===== src/rtl/n_2_hs_player.sv =====
// Hand-sign player: queues finger counts (1-10) in a small FIFO and shows each
// as a 5-bit hand-sign code for HOLD_CYCLES, followed by GAP_CYCLES blank cycles.
module n_2_hs_player #(
  parameter int HOLD_CYCLES = 4,
  parameter int GAP_CYCLES  = 1,
  parameter int FIFO_DEPTH  = 4
) (
  input  logic       clk,
  input  logic       rst,
  input  logic [3:0] n_in,
  input  logic       n_valid,
  output logic       n_ready,
  output logic [4:0] hs,
  output logic       hs_valid,
  output logic       err,
  output logic       busy
);

  localparam int AW   = (FIFO_DEPTH > 1) ? $clog2(FIFO_DEPTH) : 1;
  localparam int MAXC = (HOLD_CYCLES > GAP_CYCLES) ? HOLD_CYCLES : GAP_CYCLES;
  localparam int TW   = (MAXC > 1) ? $clog2(MAXC) : 1;
  localparam logic [TW-1:0] HOLD_LOAD = TW'(HOLD_CYCLES - 1);
  localparam logic [TW-1:0] GAP_LOAD  = TW'((GAP_CYCLES > 0) ? GAP_CYCLES - 1 : 0);

  typedef enum logic [1:0] {IDLE, SHOW, GAP} state_t;

  state_t        state_q, state_d;
  logic [TW-1:0] tmr_q, tmr_d;
  logic [4:0]    hs_q, hs_d;
  logic          hs_valid_q, hs_valid_d;
  logic          err_q;

  logic [3:0]    mem_q [FIFO_DEPTH];
  logic [AW:0]   wr_ptr_q, rd_ptr_q;
  logic          empty, full, in_range, accept, push, pop, next_slot;
  logic [3:0]    head;

  function automatic logic [4:0] encode(input logic [3:0] n);
    case (n)
      4'd1:    encode = 5'b00001;
      4'd2:    encode = 5'b00011;
      4'd3:    encode = 5'b00111;
      4'd4:    encode = 5'b01111;
      4'd5:    encode = 5'b11111;
      4'd6:    encode = 5'b11110;
      4'd7:    encode = 5'b11100;
      4'd8:    encode = 5'b11000;
      4'd9:    encode = 5'b10000;
      default: encode = 5'b00000;
    endcase
  endfunction

  // Pointers carry one extra wrap bit so full and empty are distinguishable.
  assign empty    = (wr_ptr_q == rd_ptr_q);
  assign full     = (wr_ptr_q[AW] != rd_ptr_q[AW]) &&
                    (wr_ptr_q[AW-1:0] == rd_ptr_q[AW-1:0]);
  assign in_range = (n_in != 4'd0) && (n_in <= 4'd10);
  assign accept   = n_valid && !full;
  assign push     = accept && in_range;
  assign head     = mem_q[rd_ptr_q[AW-1:0]];

  always_ff @(posedge clk) begin
    if (push) mem_q[wr_ptr_q[AW-1:0]] <= n_in;
  end

  always_ff @(posedge clk or posedge rst) begin
    if (rst) begin
      wr_ptr_q   <= '0;
      rd_ptr_q   <= '0;
      state_q    <= IDLE;
      tmr_q      <= '0;
      hs_q       <= '0;
      hs_valid_q <= 1'b0;
      err_q      <= 1'b0;
    end else begin
      if (push) wr_ptr_q <= wr_ptr_q + 1'b1;
      if (pop)  rd_ptr_q <= rd_ptr_q + 1'b1;
      state_q    <= state_d;
      tmr_q      <= tmr_d;
      hs_q       <= hs_d;
      hs_valid_q <= hs_valid_d;
      err_q      <= accept && !in_range;
    end
  end

  always_comb begin
    state_d    = state_q;
    tmr_d      = tmr_q;
    hs_d       = hs_q;
    hs_valid_d = hs_valid_q;
    pop        = 1'b0;
    next_slot  = 1'b0;
    case (state_q)
      IDLE: next_slot = 1'b1;
      SHOW: begin
        if (tmr_q != '0) begin
          tmr_d = tmr_q - 1'b1;
        end else if (GAP_CYCLES > 0) begin
          hs_d       = 5'b00000;
          hs_valid_d = 1'b0;
          tmr_d      = GAP_LOAD;
          state_d    = GAP;
        end else begin
          next_slot = 1'b1;
        end
      end
      GAP: begin
        if (tmr_q != '0) tmr_d = tmr_q - 1'b1;
        else             next_slot = 1'b1;
      end
      default: state_d = IDLE;
    endcase
    // Back-to-back slots load straight into SHOW so the period stays fixed.
    if (next_slot) begin
      if (!empty) begin
        pop        = 1'b1;
        hs_d       = encode(head);
        hs_valid_d = 1'b1;
        tmr_d      = HOLD_LOAD;
        state_d    = SHOW;
      end else begin
        hs_d       = 5'b00000;
        hs_valid_d = 1'b0;
        state_d    = IDLE;
      end
    end
  end

  assign n_ready  = !full;
  assign hs       = hs_q;
  assign hs_valid = hs_valid_q;
  assign err      = err_q;
  assign busy     = (state_q != IDLE) || !empty;

endmodule


===== config.mk =====
export PLATFORM = sky130hd
export DESIGN_NAME = n_2_hs_player
export DESIGN_NICKNAME = d
export VERILOG_FILES = /design/src/rtl/n_2_hs_player.sv
export SDC_FILE = /design/constraint.sdc
export NUM_CORES = 1
export LEC_CHECK = 0
export CELL_PAD_IN_SITES_DETAIL_PLACEMENT = 0
export CELL_PAD_IN_SITES_GLOBAL_PLACEMENT = 1
export CORE_MARGIN = 4
export CORE_UTILIZATION = 49
export DETAILED_ROUTE_END_ITERATION = 12
export PLACE_DENSITY_LB_ADDON = 0.1
export SLEW_MARGIN = 15
export SYNTH_ARGS = -nofsm -noshare
export SYNTH_HDL_FRONTEND = slang
export SYNTH_SLANG_ARGS = --single-unit

===== constraint.sdc =====
create_clock -name clk -period 4.8 [get_ports clk]
set_input_delay 0.48 -clock clk [delete_from_list [all_inputs] [get_ports clk]]
set_output_delay 0.48 -clock clk [all_outputs]
set_load 0.02 [all_outputs]

**Word level (Yosys, flattened, before mapping)**

Memory sizes are Yosys's and may differ from the RTL's.
Index checks and enable logic that the tools add are counted.

- RAM bits: 16
- Bits in registers: 17
- Output and inout port bits: 9
- Input port bits: 7
- Bits in read-only memories: 80
- Memories kept: 2

- $add $sub $neg: 3
- $lt $le $gt $ge: 1
- Reductions and logical operators: 17
- Equal/unequal tests: 8
- Mux-type cells: 22

Memories:

| memory | words | bits a word | read ports | clocked after Yosys merged registers in | wr ports | RTL line | RTL |
|---|---|---|---|---|---|---|---|
| (name not given) | 16 | 5 | 1 | 0 | 0 | 39 | `case (n)` |
| mem_q | 4 | 4 | 1 | 0 | 1 | 33 | `logic [3:0] mem_q [FIFO_DEPTH];` |

Operator list:

| kind | count |
|---|---|
| 5-bit 2-to-1 mux | 4 |
| 2-bit 2-to-1 mux | 6 |
| 1-bit 2-to-1 mux | 9 |
| 2-bit one-hot mux with 2 select lines | 2 |
| 3-bit by 1-bit adder with 3-bit output, second input constant | 2 |
| 2-bit nonzero test | 3 |
| 1-bit logical AND | 5 |
| 4-bit <= comparator, second input constant | 1 |
| 2-bit AND reduction | 2 |
| 4-bit nonzero test | 1 |
| 3-bit equality test | 1 |
| 1-bit logical NOT | 3 |
| 3-bit inequality test, second input constant | 1 |
| 2-bit by 1-bit equality test with 1-bit output, second input constant | 1 |
| 2-bit equality test | 1 |
| 2-bit equality test, second input constant | 1 |
| 2-bit logical NOT | 1 |
| 2-bit by 1-bit inequality test with 1-bit output, second input constant | 1 |
| 2-bit inequality test, second input constant | 1 |
| 1-bit one-hot mux with 2 select lines | 1 |
| 2-bit OR reduction | 1 |
| 2-bit by 1-bit subtractor with 2-bit output, second input constant | 1 |
| 1-bit logical OR | 1 |
| 1-bit inequality test | 1 |

**Depth between registers and ports, before layout**

Gate-level depths: netlist of the first run.

- Depth in word-level cells: 7
- Mapped depth: 7
- Depth with buffers taken out: 6

**Worst setup path after synthesis of the first run**

Ideal clock, no wire load.

- Path type: register to register
- Start point: register state_q[0]
- End point: register hs_q[0], in the netlist hs[0]
- Library setup time: 66 ps
- Data arrival time: 1,744 ps
- Path buffers: 1
- Stages on the path, launching flop included: 8
- Slack: 2,990 ps
- Cell sequence: dfrtp_1 > inv_1 > ha_1 > or3b_1 > a32o_1 > buf_2 > nor4_4 > a22o_1

- Longest elaborated chain between the ends: 4
- Elaborated cells between the ends (all ways): 8
- Classes of those cells: eq/ne: 3; mux: 2; reduce/logical: 3

Ends and longest elaborated chain:

| element | RTL line | RTL |
|---|---|---|
| from (decl) | 27 | `state_t state_q, state_d;` |
| from (signal assigned) | 78 | `state_q <= state_d;` |
| 2-bit equality test / 2-bit logical NOT (equally long branches) | 93 | `case (state_q)` |
| 1-bit one-hot mux with 2 select lines | 93 |  |
| 2-bit inequality test (no source line) / 2-bit nonzero test (equally long branches) | n/a |  |
| 2-bit AND reduction (no source line) | n/a |  |
| to (signal assigned) | 80 | `hs_q <= hs_d;` |
| to (decl) | 29 | `logic [4:0] hs_q, hs_d;` |

Several ways; a longest one is shown, not always the timed one.
A chain may end at the register's enable or synchronous reset.

**Worst setup path after layout of the first run**

- Start point: register rd_ptr_q[0]
- End point: output port busy

- Longest elaborated chain between the ends: 3

Ends and longest elaborated chain:

| element | RTL line | RTL |
|---|---|---|
| from (decl) | 34 | `logic [AW:0] wr_ptr_q, rd_ptr_q;` |
| from (signal assigned) | 77 | `if (pop) rd_ptr_q <= rd_ptr_q + 1'b1;` |
| 3-bit equality test | 54 | `assign empty = (wr_ptr_q == rd_ptr_q);` |
| 1-bit logical NOT | 133 | `assign busy = (state_q != IDLE) \|\| !empty;` |
| 1-bit logical OR | 133 |  |
| to (decl) | 16 | `output logic busy` |

Every way passes these cells.

==> results.txt, run 1 <==
----------------------------------------------------
[Status]
  Result of the run ... completed

[STA]
  Maximum clock frequency ... 420 MHz
  Number of failing setup endpoints in the final timing report ... 0
  Relative slew slack ... 56.8%
  Min Clock Period, post-route ... 2380 ps
  Period utilisation layout ... 49.6%
  Setup TNS ... 0 ps
  Worst hold slack after final layout ... 485 ps
  Max Transition Viols Final ... 0
  Final hold vios ... 0
  Least-Margin Pin Slew ... 648 ps
  Setup repair after global routing missed its margin ... no
  Post-route clock skew ... 8.16 ps

[Clock tree]
  Clock-pin slew on the worst setup and hold paths ... 100 ps
  Maximum count of clock buffers along a single path ... 2
  Cts hold-fix bufs ... 0
  Insertion delay to the later sink of the worst-skew pair ... 320 ps
  Total clock sinks ... 33
  H-tree levels ... 2
  Number of buffers added for setup after CTS ... 0
  Number of gates given a new drive strength after cts ... 0
  CTS tree ... yes
  Number of clock buffers inserted by TritonCTS ... 5
  Clock tree root driver cell ... sky130_fd_sc_hd__clkbuf_4

[Critical path]
  Largest fanout of any net on the critical path ... 7
  Critical Setup Path Class ... reg2out
  Data arrival at the endpoint of the critical path ... 1900 ps
  CP cell instances ... xnor2_1 -> nand4_1 -> clkdlybuf4s50_1
  Launching element of the worst setup path ... rd_ptr_q[0]
  Kind of end point of the critical path ... output port
  Reg-to-Reg End ... hs[0]
  Setup slack of the worst register-to-register path ... 2740 ps
  Worst path slowest cell ... sky130_fd_sc_hd__clkdlybuf4s50_1
  Required time at the worst-slack endpoint ... 4320 ps
  R2R Path Start ... state_q[0]
  Maximum single-stage delay on the critical path ... 550 ps
  Type of element launching the critical path ... register
  Worst Reg2Reg Path Length in Cells ... 6
  Worst setup path endpoint ... busy

[Logic synthesis]
  Number of synthesized register bits ... 33
  Avg Inst Size Synth ... 13.4 um2
  Post-Syn Area ... 1570 um2
  Largest area contributor in the synthesized netlist ... sky130_fd_sc_hd__edfxtp_1
  Post-synth top cells ... 17 x sky130_fd_sc_hd__dfrtp_1, 16 x sky130_fd_sc_hd__edfxtp_1, 9 x sky130_fd_sc_hd__inv_1
  Number of enable-type register cells in the synthesized netlist ... 16
  Share of the yosys chip area belonging to registers ... 57.9%
  Adder-cell share of the synthesized area ... 6.39%
  Most frequently used flop master after synthesis ... sky130_fd_sc_hd__dfrtp_1
  Multiplexer area fraction after synthesis ... 6.47%
  Synthesized instance count ... 117
  Cell types occupying the most area after synthesis ... sky130_fd_sc_hd__edfxtp_1 31%, sky130_fd_sc_hd__dfrtp_1 27%, sky130_fd_sc_hd__ha_1 6.4%, sky130_fd_sc_hd__mux4_2 5.8%, sky130_fd_sc_hd__a22o_1 3.4%
  Number of distinct standard cells referenced by the synthesized netlist ... 34
  Dominant combinational cell family by area after synthesis ... simple AND/OR/NAND/NOR gates
  Library cell with the highest instance count after synthesis ... sky130_fd_sc_hd__dfrtp_1
  Post-synthesis share of cell area spent on xor and xnor gates ... 4.48%
  Total of warnings raised by yosys ... 0
  Post-Synth Simple-Gate Area ... 12.3%
  Area fraction in compound gates after synthesis ... 9.03%
  Yosys top cell area share ... 30.7%
  Async SR Flop Fraction ... 51.5%
  Synthesized Nets ... 132

[Floorplan]
  Starting density of the core ... 51.3%
  Die height ... 64.5 um
  Total Die Area ... 4160 um2
  Count of boundary I/O pins ... 16
  Core Area ... 3050 um2
  Floorplan die width ... 64.5 um
  Cell Rows ... 20

[Route]
  First-pass detailed-route iteration total ... 4
  Aggregate routed wire length ... 2.43 mm
  Vias ... 934
  Length of routed met3 wiring ... 75 um
  Highest routed layer ... met4
  Post-detailed-route DRC marker count ... 0
  Sum of routed wire segments on met1 ... 1.10 mm
  Drt via density ... 5.16
  Final ANT Viol Nets ... 0
  Detailed Route Iter0 Violations ... 60
  Met2 WL ... 1.19 mm
  DR WL/cell ... 13.4 um

[Global route]
  Overall Global Routing Usage ... 14.6%
  Maximum number of pins on one net before global-route repair ... 18
  Via count of the first global-routing pass ... 996
  Number of antenna violations at the first check in global routing ... 0
  Global-route wire length before repair ... 4.46 mm
  Gr ovfl total ... 0

[Layout]
  Count of antenna diodes in the layout ... 0
  Synthesis-to-layout area growth ... 15.0%
  Fraction of final layout cells sized beyond drive strength 1 ... 10.9%
  Non-filler instance count after layout ... 181
  Fill cells ... 269
  Post-Route Utilization ... 59.0%
  Non-Filler Cell Area, Final ... 1800 um2
  Net count of the finished layout ... 151

[Power and ir drop]
  Worst supply voltage drop on vdd ... 277 uV
  Leakage power total ... 0.730 nW
  Sequential Power Share ... 39.6%
  Power spent charging and discharging nets ... 0.000447 W
  Cell internal pwr ... 0.000688 W
  Sw frac ... 39.4%
  Pwr dens ... 630 nW/um2
  Portion of total power attributed to combinational logic ... 47.9%
  Clock share of power ... 12.5%

[Placed design]
  Area of placed instances ... 1750 um2
  Instance count after placement with tap cells included ... 173
  Final weighted congestion of routability-driven global placement ... 0.728
  Half-perimeter wire length after placement ... 1.83 mm
  Number of buffers inserted by port buffering ... 15

[Job]
  # Max-Cap Violations ... 0

[Min path]
  Type of the most critical hold path ... reg2reg

----------------------------------------------------
stage by stage:
stage          worst slack [ps]  power [W]
6_report                   2420    0.00113
5_1_grt                    2230    0.00124
4_1_cts                    2370    0.00115
3_5_place_dp               2540    0.00101
3_3_place_gp               2650   0.000988
2_1_floorplan              2990   0.000881
cell type report:
| type | instances | area [um2] | area share, % |
|---|---|---|---|
| Sequential cell | 33 | 906 | 50.3 |
| Multi-Input combinational cell | 72 | 606 | 33.6 |
| Tap cell | 44 | 55.1 | 3.06 |
| Timing Repair Buffer | 15 | 150 | 8.34 |
| Clock inverter | 3 | 12.5 | 0.695 |
| Inverter | 9 | 33.8 | 1.88 |
| Clock buffer | 5 | 37.5 | 2.08 |
placed cells by master (no fill, tap or decap), types with 5 or more instances in the layout:
cell and instances:
sky130_fd_sc_hd__a21oi_1 6, sky130_fd_sc_hd__a22o_1 6, sky130_fd_sc_hd__clkbuf_4 5, sky130_fd_sc_hd__clkdlybuf4s50_1 15, sky130_fd_sc_hd__dfrtp_1 17, sky130_fd_sc_hd__edfxtp_1 16
sky130_fd_sc_hd__ha_1 8, sky130_fd_sc_hd__inv_1 9, sky130_fd_sc_hd__nor2_1 6, sky130_fd_sc_hd__xnor2_1 5
power by group through the flow:
stage / Sequential, W / Clock [W] / Combinational, W
floorplan: 0.000450 / 0 / 0.000431
global placement: 0.000455 / 0 / 0.000533
detailed placement: 0.000457 / 0 / 0.000549
CTS: 0.000452 / 0.000149 / 0.000552
global route: 0.000465 / 0.000167 / 0.000612
finish: 0.000450 / 0.000142 / 0.000543
routing by layer:
layer  up-vias  track usage, %
li1        464               -
met1       451            17.1
met2        15            23.1
met3         4            3.99
met4         0            10.0
met5         -               0
registers in the layout, indices dropped and copies added, names as in the netlist:
name	cells
err	1
hs	5
hs_valid	1
mem_q	16
rd_ptr_q	3
state_q	2
tmr_q	2
wr_ptr_q	3
worst min path at each step:
stage / slack [ps] / cells past startpoint / from / endpoint
floorplan: 410 / 1 / rst / err
global placement: 460 / 1 / hs_valid / hs_valid
detailed placement: 470 / 1 / hs_valid / hs_valid
CTS: 490 / 1 / hs_valid / hs_valid
global route: 530 / 1 / hs_valid / hs_valid
finish: 490 / 1 / hs_valid / hs_valid
cell families (layout without fill, tap and decap cells):
kind of cell,after synthesis,count (layout)
buf+inv,12,32
compound gates,20,20
xor+xnor,8,8
mux,5,5
simple gates,31,31
flops,33,33
fa+ha+maj,8,8
critical path: cells and delay by family (launching register included):
kind,cells,cell delay (ps)
simple gates,1,130
buf+inv,1,550
flops,1,530
xor+xnor,1,360
No activity file was read; power rests on OpenSTA's default activity.
==> inputs of run 2 (changes only) <==
CORE_UTILIZATION = 45   (was 49)
clock period = 2.19 ns   (was 4.8 ns; I/O delays follow)
==> results.txt, run 2 (synthesis gave the netlist of run 1 again) <==
----------------------------------------------------
[Status]
  Result of the run ... completed (unchanged)

[Critical path]
  Launching element of the worst setup path ... rd_ptr_q[1] (was rd_ptr_q[0])
  Data arrival at the endpoint of the critical path ... 1820 ps (was 1900 ps)
  Largest fanout of any net on the critical path ... 7 (unchanged)
  Worst Reg2Reg Path Length in Cells ... 6 (unchanged)
  R2R Path Start ... state_q[0] (unchanged)
  Critical Setup Path Class ... reg2out (unchanged)
  CP cell instances ... xnor2_2 -> nand4_1 -> clkdlybuf4s50_1 (was xnor2_1 -> nand4_1 -> clkdlybuf4s50_1)
  Worst path slowest cell ... sky130_fd_sc_hd__clkdlybuf4s50_1 (unchanged)
  Maximum single-stage delay on the critical path ... 550 ps (about the same)
  Required time at the worst-slack endpoint ... 1970 ps (was 4320 ps)
  Kind of end point of the critical path ... output port (unchanged)
  Type of element launching the critical path ... register (unchanged)
  Reg-to-Reg End ... hs[0] (unchanged)
  Setup slack of the worst register-to-register path ... 220 ps (was 2740 ps)
  Worst setup path endpoint ... busy (unchanged)

[Placed design]
  Half-perimeter wire length after placement ... 1.96 mm (was 1.83 mm)
  Final weighted congestion of routability-driven global placement ... 0.839 (was 0.728)
  Pre-CTS setup slack ... 106 ps (was 2540 ps)
  Number of buffers inserted by port buffering ... 15 (unchanged)

[Route]
  Aggregate routed wire length ... 2.62 mm (was 2.43 mm)
  Drt via density ... 5.20 (was 5.16)
  Detailed Route Iter0 Violations ... 33 (was 60)
  Length of routed met3 wiring ... 127 um (was 75 um)
  Met2 WL ... 1.29 mm (was 1.19 mm)
  Vias ... 952 (was 934)
  Sum of routed wire segments on met1 ... 1.16 mm (was 1.10 mm)
  DR WL/cell ... 14.3 um (was 13.4 um)
  Post-detailed-route DRC marker count ... 0 (unchanged)
  First-pass detailed-route iteration total ... 4 (unchanged)
  Highest routed layer ... met4 (unchanged)
  Final ANT Viol Nets ... 0 (unchanged)

[STA]
  Setup repair after global routing missed its margin ... no (unchanged)
  Max Transition Viols Final ... 0 (unchanged)
  Period utilisation layout ... 93.2%
  Maximum clock frequency ... 490 MHz
  Final hold vios ... 0 (unchanged)
  Post-route clock skew ... 10.9 ps (was 8.16 ps)
  Setup TNS ... 0 ps (unchanged)
  Relative slew slack ... 57.1% (was 56.8%)
  Least-Margin Pin Slew ... 643 ps (was 648 ps)
  Min Clock Period, post-route ... 2040 ps
  Number of failing setup endpoints in the final timing report ... 0 (unchanged)
  Worst hold slack after final layout ... 240 ps (was 485 ps)
  Final worst slack ... 148 ps (was 2420 ps)

[Layout]
  Commonest non-fill, non-tap cells in the layout ... 16 x sky130_fd_sc_hd__dfrtp_1, 16 x sky130_fd_sc_hd__edfxtp_1, 15 x sky130_fd_sc_hd__clkdlybuf4s50_1 (was 17 x sky130_fd_sc_hd__dfrtp_1, 16 x sky130_fd_sc_hd__edfxtp_1, 15 x sky130_fd_sc_hd__clkdlybuf4s50_1)
  Fill cells ... 296 (was 269)
  Post-Route Utilization ... 55.5% (was 59.0%)
  Synthesis-to-layout area growth ... 18.4% (was 15.0%)
  Count of antenna diodes in the layout ... 0 (unchanged)
  Max reg flops ... 16 (unchanged)
  Net count of the finished layout ... 151 (unchanged)
  Fraction of final layout cells sized beyond drive strength 1 ... 14.6% (was 10.9%)

[Floorplan]
  Cell Rows ... 21 (was 20)
  Total Die Area ... 4490 um2 (was 4160 um2)
  Core Area ... 3340 um2 (was 3050 um2)
  Starting density of the core ... 46.9% (was 51.3%)
  Floorplan die width ... 67.0 um (was 64.5 um)
  Count of boundary I/O pins ... 16 (unchanged)
  Die height ... 67.0 um (was 64.5 um)

[Global route]
  Gr ovfl total ... 0 (unchanged)
  Global-route wire length before repair ... 4.31 mm (was 4.46 mm)
  Via count of the first global-routing pass ... 947 (was 996)
  Overall Global Routing Usage ... 13.3% (was 14.6%)
  Number of antenna violations at the first check in global routing ... 0 (unchanged)
  Maximum number of pins on one net before global-route repair ... 18 (unchanged)

[Clock tree]
  Maximum count of clock buffers along a single path ... 2 (unchanged)
  Number of buffers added for setup after CTS ... 0 (unchanged)
  Total clock sinks ... 33 (unchanged)
  H-tree levels ... 2 (unchanged)
  Cts hold-fix bufs ... 0 (unchanged)
  Insertion delay to the later sink of the worst-skew pair ... 350 ps (was 320 ps)
  Clock tree root driver cell ... sky130_fd_sc_hd__clkbuf_4 (unchanged)
  Number of clock buffers inserted by TritonCTS ... 5 (unchanged)
  CTS tree ... yes (unchanged)
  Clock-pin slew on the worst setup and hold paths ... 110 ps (was 100 ps)

[Min path]
  Type of the most critical hold path ... in2async (was reg2reg)

[Power and ir drop]
  Power spent charging and discharging nets ... 0.00103 W (was 0.000447 W)
  Clock share of power ... 17.6% (was 12.5%)
  Leakage power total ... 0.751 nW (was 0.730 nW)
  Cell internal pwr ... 0.00165 W (was 0.000688 W)
  Pwr dens ... 1450 nW/um2 (was 630 nW/um2)
  Sw frac ... 38.4% (was 39.4%)
  Worst supply voltage drop on vdd ... 681 uV (was 277 uV)
  Sequential Power Share ... 37.7% (was 39.6%)
  Portion of total power attributed to combinational logic ... 44.8% (was 47.9%)

[Job]
  # Max-Cap Violations ... 0 (unchanged)

----------------------------------------------------
[run 2: changes by cell type in the layout (fill, tap and decap cells not counted), sizes merged]
cell / change
bufinv: +1
clkinv: -2
clkinvlp: +1
[run 2: how the worst min path moves through the flow]
| stage | start | end | slack [ps] | cells after the start |
|---|---|---|---|---|
| 2_1_floorplan | rst | err | 150 | 1 |
| 3_3_place_gp | hs_valid | hs_valid | 460 | 1 |
| 3_5_place_dp | hs_valid | hs_valid | 470 | 1 |
| 4_1_cts | rst | hs_valid | 260 | 2 |
| 5_1_grt | rst | state_q[1] | 300 | 2 |
| 6_report | rst | hs_valid | 240 | 2 |
[run 2: final cells by class]
class	instances	area (um2)	area share, %
timing repair buffer	15	150	8.10
sequential	33	907	49.0
clock buffer	5	37.5	2.03
inverter	9	33.8	1.82
multi-input combinational	72	621	33.5
tap	46	57.6	3.11
clock inverter	3	46.3	2.50
[run 2: critical path, delay by kind of cell (launching register included)]
kind | cells | cell delay, ps
buf+inv | 1 | 550
simple gates | 1 | 120
xor+xnor | 1 | 280
flops | 1 | 520
[run 2: timing repair]
action | 4_1_cts | 5_1_grt
gates resized for setup | 1 | 2
pin swaps | 0 | 0
gates cloned | 0 | 0
setup endpoints to repair | 2 | 2
[run 2: routing by layer]
layer | vias to the layer above | GRT usage [%]
met3 | 6 | 5.56
li1 | 464 | -
met4 | 0 | 5.32
met2 | 16 | 21.7
met1 | 466 | 15.5
met5 | - | 0
[run 2: stage by stage]
stage	cells	area (um2)	power, W
floorplan	117	1570	0.00193
global route	183	1850	0.00290
finish	183	1850	0.00268
global placement	175	1750	0.00218
detailed placement	175	1750	0.00221
CTS	183	1840	0.00270
[run 2: power groups by stage]
stage                     registers [W]  clock network, W  logic, W
after detailed placement        0.00101                 0   0.00120
final                           0.00101          0.000472   0.00120
after CTS                       0.00101          0.000483   0.00121
after global placement          0.00100                 0   0.00118
after global routing            0.00104          0.000508   0.00135
after floorplan                0.000986                 0  0.000945
